## config.mk

```make
export PLATFORM = sky130hd
export DESIGN_NAME = msg_sequencer
export DESIGN_NICKNAME = d
export VERILOG_FILES = /design/src/rtl/msg_pkg.sv /design/src/rtl/msg_table.sv /design/src/rtl/msg_sequencer.sv
export SDC_FILE = /design/constraint.sdc
export NUM_CORES = 1
export LEC_CHECK = 0
export BUFFER_PORTS_ARGS = -buffer_cell sky130_fd_sc_hd__buf_2
export CORE_AREA = 2 2 132 121
export DETAILED_ROUTE_END_ITERATION = 8
export DIE_AREA = 0 0 134 123
export SYNTH_ARGS = -nofsm -noshare
export SYNTH_HDL_FRONTEND = slang
export SYNTH_HIERARCHICAL = 1
export SYNTH_SLANG_ARGS = --single-unit
```

## constraint.sdc

```tcl
create_clock -name sysclk -period 4.56 [get_ports sysclk]
set_input_delay 0.228 -clock sysclk [delete_from_list [all_inputs] [get_ports sysclk]]
set_output_delay 0.228 -clock sysclk [all_outputs]
set_load 0.005 [all_outputs]
```

## src/rtl/msg_pkg.sv

```systemverilog
// Shared types and message table contents for the message sequencer.
// Each message is two ROM segments {start, len}; add messages by editing MSG_ROM only.
package msg_pkg;

  typedef enum logic [2:0] {
    ST_IDLE,
    ST_WAIT_TICK,
    ST_DELAY,
    ST_SEND,
    ST_WAIT_TX
  } state_t;

  localparam int MSG_SEL_W = 4;
  localparam int MSG_CNT   = 1 << MSG_SEL_W;

  typedef struct packed {
    logic [7:0] start;
    logic [7:0] len;
  } seg_t;

  typedef struct packed {
    seg_t s0;
    seg_t s1;
  } msg_t;

  // {start0, len0, start1, len1}; a zero length skips that segment.
  localparam msg_t MSG_ROM [MSG_CNT] = '{
    {8'd0,  8'd0,  8'd0,  8'd0},
    {8'd0,  8'd13, 8'd0,  8'd0},
    {8'd62, 8'd4,  8'd0,  8'd0},
    {8'd13, 8'd6,  8'd0,  8'd0},
    {8'd20, 8'd4,  8'd40, 8'd3},
    {8'd0,  8'd0,  8'd45, 8'd2},
    {8'd50, 8'd5,  8'd0,  8'd0},
    {8'd24, 8'd3,  8'd24, 8'd3},
    {8'd60, 8'd2,  8'd2,  8'd2},
    {8'd0,  8'd13, 8'd32, 8'd5},
    {8'd32, 8'd5,  8'd0,  8'd13},
    {8'd19, 8'd1,  8'd0,  8'd0},
    {8'd0,  8'd0,  8'd0,  8'd0},
    {8'd8,  8'd8,  8'd56, 8'd8},
    {8'd37, 8'd2,  8'd63, 8'd3},
    {8'd1,  8'd1,  8'd2,  8'd1}
  };

endpackage

```

## src/rtl/msg_table.sv

```systemverilog
// Combinational selector-to-segments lookup; zero latency, no flow control.
// Codes beyond the table return an empty message.
module msg_table
  import msg_pkg::*;
#(
  parameter int SEL_W  = 4,
  parameter int ADDR_W = 6,
  parameter int LEN_W  = 6
) (
  input  logic [SEL_W-1:0]  sel,
  output logic [ADDR_W-1:0] start0,
  output logic [LEN_W-1:0]  len0,
  output logic [ADDR_W-1:0] start1,
  output logic [LEN_W-1:0]  len1
);

  msg_t entry;

  always_comb begin
    entry = '0;
    if ((sel >> MSG_SEL_W) == '0) begin
      entry = MSG_ROM[MSG_SEL_W'(sel)];
    end
  end

  assign start0 = ADDR_W'(entry.s0.start);
  assign len0   = LEN_W'(entry.s0.len);
  assign start1 = ADDR_W'(entry.s1.start);
  assign len1   = LEN_W'(entry.s1.len);

endmodule

```

## src/rtl/msg_sequencer.sv

```systemverilog
// Launches a selected two-segment message and emits it one ROM character per char_tick.
// First tx_start comes START_DLY+2 cycles or more after launch; each character waits for tx_busy to clear.
module msg_sequencer
  import msg_pkg::*;
#(
  parameter int SEL_W     = 4,
  parameter int ADDR_W    = 6,
  parameter int LEN_W     = 6,
  parameter int START_DLY = 3
) (
  input  logic              sysclk,
  input  logic              rst_n,
  input  logic              active,
  input  logic [SEL_W-1:0]  sel,
  input  logic              send,
  input  logic              auto_btn,
  input  logic              auto_tick,
  input  logic              char_tick,
  input  logic              tx_busy,
  output logic [ADDR_W-1:0] rom_addr,
  output logic              tx_start,
  output logic              busy,
  output logic              done,
  output logic              auto_on
);

  localparam int DLY_W = (START_DLY < 1) ? 1 : $clog2(START_DLY + 1);

  logic [ADDR_W-1:0] tbl_start0, tbl_start1;
  logic [LEN_W-1:0]  tbl_len0, tbl_len1;
  logic [LEN_W:0]    tbl_total;

  logic [ADDR_W-1:0] start0, start1;
  logic [LEN_W-1:0]  len0;
  logic [LEN_W:0]    total;
  logic [LEN_W:0]    idx;
  logic [ADDR_W-1:0] char_addr;
  logic [DLY_W-1:0]  dly;
  logic              seen_busy;
  logic              empty_pend;
  logic              launch;
  state_t            state;

  msg_table #(
    .SEL_W (SEL_W),
    .ADDR_W(ADDR_W),
    .LEN_W (LEN_W)
  ) u_table (
    .sel   (sel),
    .start0(tbl_start0),
    .len0  (tbl_len0),
    .start1(tbl_start1),
    .len1  (tbl_len1)
  );

  assign launch    = send | (auto_tick & auto_on);
  assign tbl_total = {1'b0, tbl_len0} + {1'b0, tbl_len1};

  // Address arithmetic wraps naturally at ADDR_W bits.
  always_comb begin
    char_addr = start1 + ADDR_W'(idx - {1'b0, len0});
    if (idx < {1'b0, len0}) begin
      char_addr = start0 + ADDR_W'(idx);
    end
  end

  always_ff @(posedge sysclk or negedge rst_n) begin
    if (!rst_n) begin
      state      <= ST_IDLE;
      rom_addr   <= '0;
      tx_start   <= 1'b0;
      busy       <= 1'b0;
      done       <= 1'b0;
      auto_on    <= 1'b0;
      idx        <= '0;
      dly        <= '0;
      seen_busy  <= 1'b0;
      empty_pend <= 1'b0;
      start0     <= '0;
      start1     <= '0;
      len0       <= '0;
      total      <= '0;
    end else begin
      tx_start <= 1'b0;
      done     <= 1'b0;
      if (active && auto_btn) begin
        auto_on <= ~auto_on;
      end

      if (!active) begin
        // Abort silently: no done pulse, rom_addr keeps its last value.
        state      <= ST_IDLE;
        busy       <= 1'b0;
        empty_pend <= 1'b0;
      end else begin
        case (state)
          ST_IDLE: begin
            if (empty_pend) begin
              done       <= 1'b1;
              busy       <= 1'b0;
              empty_pend <= 1'b0;
            end else if (launch) begin
              start0 <= tbl_start0;
              start1 <= tbl_start1;
              len0   <= tbl_len0;
              total  <= tbl_total;
              idx    <= '0;
              busy   <= 1'b1;
              if (tbl_total == '0) begin
                empty_pend <= 1'b1;
              end else begin
                state <= ST_WAIT_TICK;
              end
            end
          end
          ST_WAIT_TICK: begin
            if (char_tick && !tx_busy) begin
              rom_addr <= char_addr;
              dly      <= DLY_W'(START_DLY);
              state    <= ST_DELAY;
            end
          end
          ST_DELAY: begin
            if (dly <= DLY_W'(1)) begin
              tx_start <= 1'b1;
              state    <= ST_SEND;
            end else begin
              dly <= dly - DLY_W'(1);
            end
          end
          ST_SEND: begin
            idx       <= idx + 1'b1;
            seen_busy <= 1'b0;
            state     <= ST_WAIT_TX;
          end
          ST_WAIT_TX: begin
            // A serializer that never raises busy is released by the next char_tick.
            if (tx_busy) begin
              seen_busy <= 1'b1;
            end else if (seen_busy || char_tick) begin
              if (idx == total) begin
                done  <= 1'b1;
                busy  <= 1'b0;
                state <= ST_IDLE;
              end else begin
                state <= ST_WAIT_TICK;
              end
            end
          end
          default: state <= ST_IDLE;
        endcase
      end
    end
  end

endmodule

```

==> out/metrics.cfg, run 1 <==
[grt]
overflow = 0
track_usage_pct = 10.4
antenna_found_initial = 0
grt_pass1_vias = 2812
grt_pass1_wl_um = 13800
grt_max_degree = 50

[timing]
max_freq_ghz = 0.368
rsz0062_at_grt = no
drv_slew = 0
fin_skew_ns = 0.00291
relSlewSlack_pct = 23.7
finalSetupTns_ns = 0
final-setup-viol-count = 0
tightest_slew_ns = 1.14
hold_viol = 0
min_period_over_period_pct = 59.6
post-route-min-period_ns = 2.72

[synthesis]
yosysSeqAreaShare_pct = 33.2
synthCells = 421
synth_area_um2 = 3690
synth_top_area_share_pct = 33.2
synth_common_cells = nand2_1, dfrtp_1, inv_1, ha_1, nor2_1
synth_edf_count = 0
synth_area_leaders = dfrtp_1, ha_1, nand2_1, xnor2_1, inv_1
synth.distinct_cells = 60
synth_flop_cell = dfrtp_1
synthMostInstantiatedCell = nand2_1
async_flop_share_pct = 100
synth_top_cell_by_area = dfrtp_1
synth-seq-cells = 49
yosysWarnings = 6
avgSynthCellArea_um2 = 8.78

[critical_path]
worstPathMaxFanout = 10
required_ns = 4.74
crit_top_cell = a21oi_1
arrival_ns = 2.89
cp-start-kind = primary input
cpPeakStageDelay_ns = 0.46
slowest_stage = fa_1
critPathKind = primary input to flip-flop
crit_family = compound AO/OA/AOI/OAI gates
cp_cell_sequence = buf_2, inv_2, ha_1, and2b_1, a21oi_1, o21ai_0, inv_1, fa_1, nand2b_1, a21oi_1, xor2_1, nor3_1, a31o_2
worst-path-buf-inv = 3
endpoint_kind = flip-flop

[pwr]
leakagePower_nw = 1.93
ir_drop_uv = 172
finalPower_w = 0.00204
p_per_area_nw_per_um2 = 500

[flow_run]
max_cap_viol_count = 0

[place]
hpwlAfterDp_um = 6310
placedCellCount = 627
finalWeightedCongestion = 0.869
io_buffer_count = 21
placed_cell_area_um2 = 3920

[routing]
dr.pass1.iters = 4
drt_iter0_markers = 172
via_count = 2858
wl_per_cell_um = 12.9
wirelength_um = 8180
drt-vias-per-instance = 4.51
antenna_left = 0
drc_errors = 0

[clock_network]
root_buffer = clkbuf_16
numCtsBuffers = 5
cts_buffer_depth = 2
numClockSinks = 49
worstSkewPairLatency_ns = 0.28
cts_resized = 0
path_clk_slew_ns = 0.06
tritoncts = done
htreeDepth = 2
post_cts_buffers = 0
hold_buffers = 0

[cells_and_area]
syn2layout_area_growth_pct = 10.3
final_util_pct = 27.0
final_cells = 634
num_antenna_cells = 0
fin_area_um2 = 4080
drive_gt1_share_pct = 10.2
fin_nets = 483

[floorplan]
start_util_pct = 24.4
io_pins = 22
chipWidth_um = 134
rows = 43
core_um2 = 15100
dieArea_um2 = 16500
die_h_um = 123

[worst_hold_path]
hold_class = primary input to async pin

[run_status]
status = finished clean

## state kept, by name, summed over array words and instances (netlist names)
signal,flops
seen_busy,1
idx,7
start0,6
start1,6
dly,2
auto_on,1
busy,1
total,7
state,3
done,1
empty_pend,1
tx_start,1
rom_addr,6
len0,6
## metal layers
metal / wire length, µm / share of wire [%] / vias up / GRT usage, %
met5: 0 / 0 / - / 0
met2: 3350 / 41 / 68 / 15.2
li1: - / - / 1428 / -
met4: 96 / 1.2 / 0 / 2.99
met3: 392 / 4.8 / 10 / 2.05
met1: 4340 / 53 / 1352 / 15.4
## layout make-up
class | count | area, µm²
Fill cell | 1586 | 11000
Multi-Input combinational cell | 310 | 2150
Sequential cell | 49 | 1230
Tap cell | 202 | 253
Inverter | 43 | 164
Clock buffer | 5 | 125
Timing Repair Buffer | 23 | 120
Clock inverter | 2 | 35.0
## stage by stage
stage	setup WS, ns	hold WS, ns
floorplan	2.13	-0.0676
global placement	1.77	0.375
detailed placement	1.62	0.382
finish	1.84	0.0415
global route	1.52	0.107
CTS	1.91	0.0783
## layout by cell type, fill, tap and decap left out, types with 2 or more instances in the layout
cell type  instances
nand2_1           59
dfrtp_1           49
inv_1             40
ha_1              32
nor2_1            29
o21ai_0           26
a21oi_1           25
buf_2             21
xnor2_1           19
nand2b_1          10
xor2_1             8
mux2i_1            8
o21ai_1            7
fa_1               7
nand4_1            6
nand3_1            6
nor3_1             6
nor2b_1            5
clkbuf_16          5
a21o_1             4
conb_1             4
o31ai_1            3
a211oi_1           3
a31oi_1            3
nor4_1             2
o21bai_1           2
and2b_1            2
a41oi_1            2
a21boi_0           2
buf_4              2
nand2b_4           2
inv_2              2
o21a_1             2
and2_1             2
## final timing paths
check                           slack, ns  cells after the start                      end                   from
worst max-delay path                 1.84                     13   empty_pend$_DFFE_PN0P_                 sel[1]
worst min-delay path                 0.04                      2  rom_addr[2]$_DFFE_PN0P_                  rst_n
worst max register to register       1.96                      9  rom_addr[5]$_DFFE_PN0P_     idx[1]$_DFFE_PN0P_
worst min register to register       0.50                      2    seen_busy$_DFFE_PN0P_  seen_busy$_DFFE_PN0P_
max in group asynchronous            4.10                      2      len0[1]$_DFFE_PN0P_                  rst_n
min in group sysclk                  0.20                      3    seen_busy$_DFFE_PN0P_                tx_busy
## where the power goes
part / internal (W) / switching, W / leakage (nW)
sequential: 0.000581 / 0.000116 / 0.631
clock: 0.000255 / 0.000151 / 0.0797
combinational: 0.000413 / 0.000523 / 1.22
total: 0.00125 / 0.000790 / 1.93
## logic make-up after synthesis
| family | synth area share (%) |
|---|---|
| AND/OR/NAND/NOR | 19.1 |
| AO/OA/AOI/OAI | 14.6 |
| buffers and inverters | 8.84 |
| flip-flops | 33.2 |
| adder cells (fa/ha/maj) | 14.6 |
| XOR/XNOR | 6.40 |
| multiplexers | 3.18 |
| other | 0.101 |
Power figures use the tool's default switching activity.
==> inputs of run 2 (changes only) <==
==> constraint.sdc (replaced) <==
create_clock -name sysclk -period 2.8 [get_ports sysclk]
set_input_delay 0.14 -clock sysclk [delete_from_list [all_inputs] [get_ports sysclk]]
set_output_delay 0.14 -clock sysclk [all_outputs]
set_load 0.005 [all_outputs]
==> run 2 against run 1 <==
Against the previous run:
- flip-flop and latch count unchanged
- first-iteration DRC count fell by 13%
- register-to-register slack worse by 1.6 ns
- critical path type unchanged
- clock skew is 0.0056 ns higher
- die area is the same
- critical endpoint unchanged
- power grew 62%
- via count rose by 0.24%
- design area increased by 0.89%
==> out/metrics.cfg, run 2 (synthesis gave the netlist of run 1 again) <==
[timing]
tightest_slew_ns = 0.725
drv_slew = 0
min_period_over_period_pct = 86.1
rsz0062_at_grt = no
post-route-min-period_ns = 2.41
hold_viol = 0
relSlewSlack_pct = 51.7
max_freq_ghz = 0.415
fin_skew_ns = 0.00848
whs_ns = 0.108
final-setup-viol-count = 0
finalSetupTns_ns = 0

[pwr]
power.switching_w = 0.00132
power_frac_comb_pct = 46.3
p_per_area_nw_per_um2 = 802
ir_drop_uv = 283
swShare_pct = 39.9
leakagePower_nw = 1.95
clkPwrFrac_pct = 19.2
power_frac_seq_pct = 34.5
internal-power_w = 0.00198

[flow_run]
max_cap_viol_count = 0

[floorplan]
rows = 43
die_h_um = 123
core_um2 = 15100
io_pins = 22
chipWidth_um = 134
start_util_pct = 24.4
dieArea_um2 = 16500

[routing]
via_count = 2865
drt-vias-per-instance = 4.48
antenna_left = 0
wirelength_um = 8250
drt_iter0_markers = 149
drc_errors = 0
dr.pass1.iters = 4
wl_per_cell_um = 12.9

[place]
hpwlAfterDp_um = 6380
io_buffer_count = 21
finalWeightedCongestion = 0.853

[critical_path]
endpoint_kind = flip-flop
crit_top_cell = a21oi_1
slowest_stage = fa_1
worstPathMaxFanout = 10
r2r_setup_slack_ns = 0.40
arrival_ns = 2.59
cpPeakStageDelay_ns = 0.45
crit_family = compound AO/OA/AOI/OAI gates
cp_cell_sequence = buf_2, inv_2, ha_1, and2b_1, a21oi_1, o21ai_0, inv_1, fa_1, nand2b_1, a21oi_1, xor2_1, nor3_1, a31o_2
critPathKind = primary input to flip-flop
cp-start-kind = primary input
worst-path-buf-inv = 3
required_ns = 2.98

[cells_and_area]
drive_gt1_share_pct = 11.2
num_antenna_cells = 0
syn2layout_area_growth_pct = 11.3
fin_nets = 488
final_common_cell = nand2_1
reg.largest.list = idx: 7 flops, total: 7 flops
layout_common_cells = nand2_1, dfrtp_1, inv_1, ha_1, nor2_1

[clock_network]
path_clk_slew_ns = 0.07
tritoncts = done
cts_buffer_depth = 2
worstSkewPairLatency_ns = 0.29
numCtsBuffers = 5
root_buffer = clkbuf_16
htreeDepth = 2
cts_resized = 0
numClockSinks = 49

[grt]
grt_pass1_vias = 2806
overflow = 0
track_usage_pct = 10.4
antenna_found_initial = 0
grt_max_degree = 39
grt_pass1_wl_um = 14000

[worst_hold_path]
hold_class = primary input to flip-flop

[run_status]
status = finished clean

run 2: per-stage QoR:
step	utilization [%]	instances	worst slack (ns)	cell area (µm²)	power [W]
final	27.2	640	0.389	4110	0.00330
after global routing	27.2	640	0.0968	4110	0.00358
after CTS	27.2	640	0.403	4110	0.00331
after detailed placement	26.1	631	0.129	3950	0.00266
after global placement	26.1	631	0.178	3950	0.00261
after floorplan	-	424	0.456	3710	0.00226
run 2: path summary, 6_finish.rpt:
kind | start | endpoint | cells past startpoint
max | sel[1] | empty_pend$_DFFE_PN0P_ | 13
min | tx_busy | seen_busy$_DFFE_PN0P_ | 3
max reg2reg | idx[1]$_DFFE_PN0P_ | rom_addr[4]$_DFFE_PN0P_ | 8
min reg2reg | seen_busy$_DFFE_PN0P_ | seen_busy$_DFFE_PN0P_ | 2
max in group asynchronous | rst_n | len0[1]$_DFFE_PN0P_ | 3
min in group asynchronous | rst_n | rom_addr[2]$_DFFE_PN0P_ | 2
run 2: worst reg2reg max path, cell delays in order (launching register included):
cell	delay, ns
dfrtp_1	0.39
inv_1	0.18
fa_1	0.50
fa_1	0.44
nand2b_1	0.16
a21oi_1	0.19
xor2_1	0.21
mux2i_1	0.11
a21oi_1	0.16
run 2: what timing repair did:
action | CTS | global route
hold buffers | 1 | 0
endpoints found under the hold margin | 31 | 0
setup buffers | 0 | 0
run 2: layer usage:
layer  vias up  routed length [µm]  GRT usage, %
li1       1435                   -             -
met1      1360                4280          15.2
met5         -                   0             0
met3        12                 403          2.30
met2        58                3450          15.6
met4         0                 113          2.86
run 2: final cells by class:
| type | instances | area (µm²) |
|---|---|---|
| Clock buffer | 6 | 139 |
| Clock inverter | 2 | 17.5 |
| Fill cell | 1605 | 11000 |
| Inverter | 43 | 164 |
| Multi-Input combinational cell | 310 | 2150 |
| Sequential cell | 49 | 1230 |
| Tap cell | 202 | 253 |
| Timing Repair Buffer | 28 | 160 |
run 2: power by group through the flow:
stage / Clock (W) / Combinational [W] / Sequential [W]
finish: 0.000635 / 0.00153 / 0.00114
global route: 0.000679 / 0.00172 / 0.00117
CTS: 0.000647 / 0.00153 / 0.00114
detailed placement: 0 / 0.00151 / 0.00115
global placement: 0 / 0.00147 / 0.00114
floorplan: 0 / 0.00118 / 0.00108
==> inputs of run 3 (changes only) <==
==> constraint.sdc (replaced) <==
create_clock -name sysclk -period 2.8 [get_ports sysclk]
set_input_delay 0.56 -clock sysclk [delete_from_list [all_inputs] [get_ports sysclk]]
set_output_delay 0.56 -clock sysclk [all_outputs]
set_load 0.005 [all_outputs]
==> run 3 against run 2 <==
Against the previous run:
- sequential share of layout area fell by 1.6 points
- first-iteration DRC count decreased by 4.0%
- flip-flop and latch count stayed put
- critical path depth decreased by 1
- worst setup slack got worse by 0.20 ns
- core utilization up 1.6 points
- global-route usage rose by 0.14 points
==> out/metrics.cfg, run 3 (synthesis gave the netlist of run 1 again) <==
[critical_path]
critPathKind = primary input to flip-flop
crit_family = adder cells
cp-start-kind = primary input
endpoint_kind = flip-flop
arrival_ns = 2.75
r2r_setup_slack_ns = 0.45
cpPeakStageDelay_ns = 0.49
rr_startpoint = idx[1]$_DFFE_PN0P_
crit_path_start = sel[1]
required_ns = 2.95
cp_cell_sequence = buf_2, inv_2, buf_4, ha_1, mux4_2, ha_2, inv_1, fa_2, xor2_1, nand4_1, nor3_2, a32oi_1
slowest_stage = mux4_2
worstPathMaxFanout = 4
worst-path-buf-inv = 4

[place]
finalWeightedCongestion = 0.868
io_buffer_count = 21
placedCellCount = 655
hpwlAfterDp_um = 6550

[timing]
relSlewSlack_pct = 50.4
whs_ns = 0.164
fin_skew_ns = 0.0119
tightest_slew_ns = 0.744
hold_viol = 0
max_freq_ghz = 0.384
rsz0062_at_grt = no
drv_slew = 0
post-route-min-period_ns = 2.61
min_period_over_period_pct = 93.1
final-setup-viol-count = 0

[floorplan]
core_um2 = 15100
dieArea_um2 = 16500
die_h_um = 123
io_pins = 22
rows = 43
chipWidth_um = 134
start_util_pct = 24.4

[routing]
wl_per_cell_um = 12.6
dr.pass1.iters = 4
wirelength_um = 8340
drt-vias-per-instance = 4.45
drc_errors = 0
via_count = 2951
drt_iter0_markers = 143
antenna_left = 0

[cells_and_area]
syn2layout_area_growth_pct = 17.7
fin_nets = 511
num_antenna_cells = 0
drive_gt1_share_pct = 17.4
final_common_cell = nand2_1
final_util_pct = 28.8
layout_common_cells = nand2_1, dfrtp_1, inv_1, buf_4
reg.largest.list = idx: 7 flops, total: 7 flops
final_cells = 663

[flow_run]
max_cap_viol_count = 0

[clock_network]
tritoncts = done
cts_buffer_depth = 2
htreeDepth = 2
numCtsBuffers = 5
worstSkewPairLatency_ns = 0.29
path_clk_slew_ns = 0.07
hold_buffers = 0
root_buffer = clkbuf_16
post_cts_buffers = 0
numClockSinks = 49

[grt]
grt_pass1_vias = 2877
grt_max_degree = 39
overflow = 0
track_usage_pct = 10.6
grt_pass1_wl_um = 14100
antenna_found_initial = 0

[pwr]
ir_drop_uv = 299
p_per_area_nw_per_um2 = 795
finalPower_w = 0.00346
leakagePower_nw = 2.08

[worst_hold_path]
hold_class = primary input to async pin

[run_status]
status = finished clean

-- run 3: changes by cell type in the layout (fill, tap and decap cells not counted), moves of 2 or more --
cell / delta
o21ai_1: +2
o21ai_0: -2
ha_2: +2
buf_4: +24
bufinv_16: +2
ha_1: -3
-- run 3: metal layers --
metal | vias up | GRT usage [%] | part of all wire [%]
met1 | 1408 | 15.3 | 53
met4 | 0 | 2.79 | 1.1
met3 | 8 | 1.68 | 2.9
met5 | - | 0 | 0
li1 | 1484 | - | -
met2 | 51 | 16.4 | 43
-- run 3: layout make-up --
cell class,count,area [µm²]
Clock buffer,5,125
Fill cell,1626,10800
Tap cell,202,253
Clock inverter,3,68.8
Inverter,43,164
Sequential cell,49,1230
Multi-Input combinational cell,310,2180
Timing Repair Buffer,51,330
-- run 3: report_power, final --
part,total (W),switching [W],internal (W)
clock,0.000785,0.000270,0.000515
combinational,0.00155,0.000842,0.000704
sequential,0.00113,0.000184,0.000945
total,0.00346,0.00130,0.00216
-- run 3: worst reg2reg max path, cell delays in order, from the launching register on --
cell and delay [ns]:
dfrtp_1 0.38, inv_1 0.20, fa_1 0.50, fa_1 0.44, nand2b_1 0.16, a21oi_1 0.16, xor2_1 0.19, mux2i_1 0.10
a21oi_1 0.14
-- run 3: repair_timing --
item	4_1_cts	5_1_grt
resized for setup	0	9
endpoints found under the setup margin	0	2
hold endpoints to repair	0	0
-- run 3: path summary, 6_finish.rpt --
| check | to | cells past startpoint |
|---|---|---|
| max | state[0]$_DFFE_PN0P_ | 12 |
| min in group sysclk | seen_busy$_DFFE_PN0P_ | 2 |
| max reg2reg | rom_addr[4]$_DFFE_PN0P_ | 8 |
| max in group asynchronous | idx[0]$_DFFE_PN0P_ | 2 |
| min | idx[1]$_DFFE_PN0P_ | 1 |
| min reg2reg | seen_busy$_DFFE_PN0P_ | 2 |
-- run 3: metrics by stage --
| step | worst slack (ns) | TNS [ns] | cell area [µm²] |
|---|---|---|---|
| 6_report | 0.193 | 0 | 4350 |
| 5_1_grt | 0.0396 | 0 | 4350 |
| 4_1_cts | 0.0354 | 0 | 4320 |
| 3_5_place_dp | -0.263 | -0.614 | 4130 |
| 3_3_place_gp | -0.160 | -0.270 | 4130 |
| 2_1_floorplan | 0.0356 | 0 | 3710 |
